## src/rtl/conv_mac_unit.sv

```systemverilog
// conv_mac_unit: saturating fixed-point dot product of an image patch and a filter, LANES products per beat.
// Define CONV_MAC_BIAS_EN to add a bias input that is preloaded into the accumulator.
module conv_mac_unit #(
  parameter int DATA_WIDTH = 16,
  parameter int FRAC_BITS  = 8,
  parameter int D          = 1,
  parameter int F          = 3,
  parameter int LANES      = 1
) (
  input  logic                         clk,
  input  logic                         reset_n,
  input  logic                         in_valid,
  output logic                         in_ready,
  input  logic [D*F*F*DATA_WIDTH-1:0]  image,
  input  logic [D*F*F*DATA_WIDTH-1:0]  filter,
`ifdef CONV_MAC_BIAS_EN
  input  logic signed [DATA_WIDTH-1:0] bias,
`endif
  input  logic                         abort,
  output logic                         out_valid,
  input  logic                         out_ready,
  output logic [DATA_WIDTH-1:0]        result,
  output logic                         sat
);
  localparam int N     = D*F*F;
  localparam int BEATS = (N + LANES - 1) / LANES;
  localparam int PW    = 2*DATA_WIDTH;
  localparam int ACC_W = PW + $clog2(N);
  localparam int BW    = $clog2(BEATS + 1);
  localparam logic signed [ACC_W-1:0] MAXV = {{(ACC_W-DATA_WIDTH+1){1'b0}}, {(DATA_WIDTH-1){1'b1}}};
  localparam logic signed [ACC_W-1:0] MINV = {{(ACC_W-DATA_WIDTH+1){1'b1}}, {(DATA_WIDTH-1){1'b0}}};

  typedef enum logic [1:0] {IDLE, RUN, DRAIN, DONE} state_t;
  state_t r_state, w_next;

  logic signed [DATA_WIDTH-1:0] r_img [N];
  logic signed [DATA_WIDTH-1:0] r_flt [N];
  logic signed [DATA_WIDTH-1:0] w_a, w_b;
  logic signed [PW-1:0]         w_prod;
  logic signed [ACC_W-1:0]      r_acc, r_psum, w_psum, w_preload, w_shift;
  logic [BW-1:0]                r_beat;
  logic [DATA_WIDTH-1:0]        r_result;
  logic                         r_sat, w_accept, w_hi, w_lo;

`ifdef CONV_MAC_BIAS_EN
  assign w_preload = ACC_W'(bias) <<< FRAC_BITS;
`else
  assign w_preload = '0;
`endif

  assign in_ready  = r_state == IDLE;
  assign out_valid = r_state == DONE;
  assign w_accept  = in_valid && in_ready;
  assign result    = r_result;
  assign sat       = r_sat;
  assign w_shift   = r_acc >>> FRAC_BITS;
  assign w_hi      = w_shift > MAXV;
  assign w_lo      = w_shift < MINV;

  always_ff @(posedge clk or negedge reset_n)
    if (!reset_n) r_state <= IDLE;
    else r_state <= w_next;

  // RUN lasts one cycle past the last issue so the final lane sum lands in the accumulator
  always_comb begin
    w_next = r_state;
    w_next = (r_state != IDLE && abort)               ? IDLE  :
             (r_state == IDLE && in_valid)            ? RUN   :
             (r_state == RUN && r_beat == BW'(BEATS)) ? DRAIN :
             (r_state == DRAIN)                       ? DONE  :
             (r_state == DONE && out_ready)           ? IDLE  : r_state;
  end

  // one multiplier per lane, fed by a per-beat operand mux; lanes past N read zero
  always_comb begin
    w_psum = '0;
    w_a    = '0;
    w_b    = '0;
    w_prod = '0;
    for (int l = 0; l < LANES; l++) begin
      w_a = '0;
      w_b = '0;
      for (int b = 0; b < BEATS; b++)
        if (b*LANES + l < N && r_beat == BW'(b)) begin
          w_a = r_img[(b*LANES + l < N) ? b*LANES + l : 0];
          w_b = r_flt[(b*LANES + l < N) ? b*LANES + l : 0];
        end
      w_prod = PW'(w_a) * PW'(w_b);
      w_psum = w_psum + ACC_W'(w_prod);
    end
  end

  always_ff @(posedge clk or negedge reset_n)
    if (!reset_n) begin
      for (int e = 0; e < N; e++) begin
        r_img[e] <= '0;
        r_flt[e] <= '0;
      end
      r_acc    <= '0;
      r_psum   <= '0;
      r_beat   <= '0;
      r_result <= '0;
      r_sat    <= 1'b0;
    end else if (w_accept) begin
      for (int e = 0; e < N; e++) begin
        r_img[e] <= image[(N-1-e)*DATA_WIDTH +: DATA_WIDTH];
        r_flt[e] <= filter[(N-1-e)*DATA_WIDTH +: DATA_WIDTH];
      end
      r_acc  <= w_preload;
      r_psum <= '0;
      r_beat <= '0;
    end else if (r_state == RUN) begin
      r_psum <= (r_beat < BW'(BEATS)) ? w_psum : '0;
      r_acc  <= r_acc + r_psum;
      r_beat <= (r_beat < BW'(BEATS)) ? r_beat + BW'(1) : r_beat;
    end else if (r_state == DRAIN) begin
      r_result <= w_hi ? MAXV[DATA_WIDTH-1:0] : w_lo ? MINV[DATA_WIDTH-1:0] : w_shift[DATA_WIDTH-1:0];
      r_sat    <= w_hi || w_lo;
    end
endmodule

```

## config.mk

```make
export PLATFORM = sky130hd
export DESIGN_NAME = conv_mac_unit
export DESIGN_NICKNAME = d
export VERILOG_FILES = /design/src/rtl/conv_mac_unit.sv
export SDC_FILE = /design/constraint.sdc
export NUM_CORES = 2
export LEC_CHECK = 0
export BUFFER_PORTS_ARGS = -buffer_cell sky130_fd_sc_hd__buf_2
export CORE_ASPECT_RATIO = 1.25
export CORE_UTILIZATION = 60
export DETAILED_ROUTE_END_ITERATION = 6
export PLACE_DENSITY = 0.85
export RECOVER_POWER = 25
export REMOVE_ABC_BUFFERS = 1
export SLEW_MARGIN = 20
export SYNTH_ARGS = -nofsm -noshare
export SYNTH_HDL_FRONTEND = slang
export SYNTH_SLANG_ARGS = --single-unit
```

## constraint.sdc

```tcl
create_clock -name clk -period 8.65 [get_ports clk]
set_clock_uncertainty 0.05 [all_clocks]
set_input_delay 2.1625 -clock clk [delete_from_list [all_inputs] [get_ports clk]]
set_output_delay 2.1625 -clock clk [all_outputs]
set_load 0.05 [all_outputs]
```

==> out/results.tsv <==
stage	metric	value	unit
run_status	run status	finished, violations left	
run_status	failing checks	max-capacitance violations, max-slew violations	
finish	share of cells above drive strength 1	16.3	%
worst_hold_path	HP Class	flip-flop to flip-flop	
logic_synthesis	Synth top cells by count	nand2_1 (1055), dfrtp_1 (379), inv_1 (313), fa_1 (263), nor2_1 (250)	
global_route	largest net degree at the start of global routing	219	
floorplan	I/O pins	312	
global_route	first-pass GRT wire length	121000	um
logic_synthesis	cells after synthesis	3254	
clock_network	H-tree levels	2	
logic_synthesis	top-count cell post-synth	nand2_1	
placed_design	PortBufs	311	
logic_synthesis	Mean Syn Cell Area	8.64	um^2
finish	final net count	4239	
logic_synthesis	synth unique cells	77	
floorplan	# rows	88	
placed_design	dpl cells	4085	
logic_synthesis	post-synth top area share	33.7	%
logic_synthesis	number of synthesized register bits	379	
sta	# setup viols final	0	
clock_network	CTS sink cnt	379	
floorplan	Die Footprint	47700	um^2
logic_synthesis	YS warnings	0	
clock_network	CTS Buf Count	40	
worst_setup_path	CP Class	flip-flop to flip-flop	
worst_setup_path	Crit Path Max Fanout	16	
sta	relative slew slack	-191	%
sta	Tcrit/Tclk final	96.6	%
global_route	Tot GR Track Use	32.4	%
worst_setup_path	Max stage delay on crit path	560	ps
logic_synthesis	top post-synthesis cells by area	dfrtp_1 (34%), fa_1 (19%), nand2_1 (14%)	
worst_setup_path	crit-path most repeated cell	fa_1	
route	Iter 0 DRT Violations	1688	
clock_network	CTS tree	yes	
sta	fin crit period	8350	ps
clock_network	Skew-Pair Late Insertion Delay	570	ps
floorplan	initial core utilization	60.8	%
finish	Area Growth Syn to Fin	14.9	%
route	Routed WL per cell	18.5	um
worst_setup_path	Worst Path Required	9010	ps
logic_synthesis	number of synthesized flops with an enable pin	0	
route	Final ANT Viol Nets	0	
floorplan	core area	46200	um^2
worst_setup_path	Startpoint Class	flip-flop	
route	vias per cell	5.70	
clock_network	clock slew at reported path FFs	60	ps
sta	max-slew violations	407	
sta	Max Fclk	120	MHz
route	routed wire length	77200	um
global_route	GRT overflow	0	
floorplan	die height	244	um
global_route	number of global-route vias before repair	23600	
logic_synthesis	Cell Area, Synth	28100	um^2
logic_synthesis	dominant synthesized flop cell	dfrtp_1	
worst_setup_path	Arrival @ worst endpoint	8710	ps
clock_network	Root Buffer Master	clkbuf_16	
finish	# fillers	3562	
global_route	antenna violations before repair	4	
finish	post-layout util	69.8	%
logic_synthesis	post-synthesis sequential area ratio	33.7	%
placed_design	GPL Wtd Cong	0.980	
placed_design	Post-DP HPWL	57000	um
route	TritonRoute pass-1 iters	5	
route	drt drc	0	
floorplan	die width	196	um
logic_synthesis	Yosys top cell by area	dfrtp_1	
sta	Worst-Margin Slew	4370	ps
worst_setup_path	crit path capture type	flip-flop	
route	vias	23800	
clock_network	largest buffer count on any clock path	3	
worst_setup_path	Slowest cell on crit path	fa_1	
run	max_cap viols	4	
finish	fin cells	4174	
sta	Hold Vio Cnt, Final	0	
logic_synthesis	share of synthesized registers carrying an async set or reset	100	%
## stage by stage
| step | setup TNS, ps | instance area (um^2) | setup WS (ps) | hold WS (ps) |
|---|---|---|---|---|
| after floorplan | -126590 | 27300 | -2660 | 396 |
| after global placement | 0 | 30500 | 251 | 406 |
| after detailed placement | 0 | 30500 | 115 | 413 |
| after CTS | 0 | 31900 | 30.7 | 427 |
| after global routing | -110 | 32300 | -44.5 | 440 |
| final | 0 | 32300 | 298 | 421 |
## kinds of logic (layout without fill, tap and decap cells)
family,after synthesis,after routing,synth area share (%)
multiplexers,6,6,0.218
AO/OA/AOI/OAI,480,480,12.0
adder cells (fa/ha/maj),385,385,24.2
AND/OR/NAND/NOR,1470,1470,21.1
other,0,1,0
XOR/XNOR,61,61,1.90
flip-flops,379,379,33.7
buffers and inverters,473,807,6.93
## flip-flops by register name (all words and copies together), names as in the netlist
register  flops
r_flt       144
r_state       2
r_beat        4
r_acc        36
r_img       144
sat           1
result       16
r_psum       32
## final cells by class
| cell class | instances | area (um^2) | area share (%) |
|---|---|---|---|
| diodes | 1 | 2.50 | 0.00775 |
| clock buffers | 54 | 1150 | 3.58 |
| clock inverters | 15 | 231 | 0.717 |
| inverters | 313 | 1170 | 3.64 |
| multi-input cells | 2402 | 16900 | 52.2 |
| flip-flops and latches | 379 | 9490 | 29.4 |
| well taps | 585 | 732 | 2.27 |
| repair buffers | 425 | 2640 | 8.19 |
## critical path: cells and delay by family, from the launching register on
family,cells,cell delay [ps]
AND/OR/NAND/NOR,4,720
buffers and inverters,8,930
AO/OA/AOI/OAI,13,2310
flip-flops,1,450
adder cells (fa/ha/maj),8,3720
## path summary, 6_finish.rpt
path / from / end / slack (ps) / cells after the start
min: result[14] / result[14] / 420 / 2
max in group asynchronous: reset_n / r_flt[86] / 1310 / 2
min in group asynchronous: reset_n / r_flt[39] / 3090 / 1
max: r_beat[0] / r_psum[29] / 300 / 33
min reg2reg: result[14] / result[14] / 420 / 2
max reg2reg: r_beat[0] / r_psum[29] / 300 / 33
## placed cells by master, fill, tap and decap left out, drive strengths merged, types with 59 or more instances in the layout
cell type,n
nand2,1055
buf,420
dfrtp,379
inv,315
fa,263
nor2,258
a21oi,128
ha,122
o21ai,111
a221oi,65
clkbuf,59
## metal layers
metal / share of wire (%) / GRT usage (%)
met2: 51 / 56.7
met1: 38 / 40.1
met3: 6.5 / 4.41
met4: 4.4 / 13.7
met5: 0.048 / 0
## repair_timing
action                                  CTS  global route
gates resized for setup                   0            44
hold buffers                              0             0
setup buffers                             0            17
endpoints found under the setup margin    0            16
Power is not shown: default switching activity piles up to over one toggle a cycle in this logic, so the estimate is an artifact.
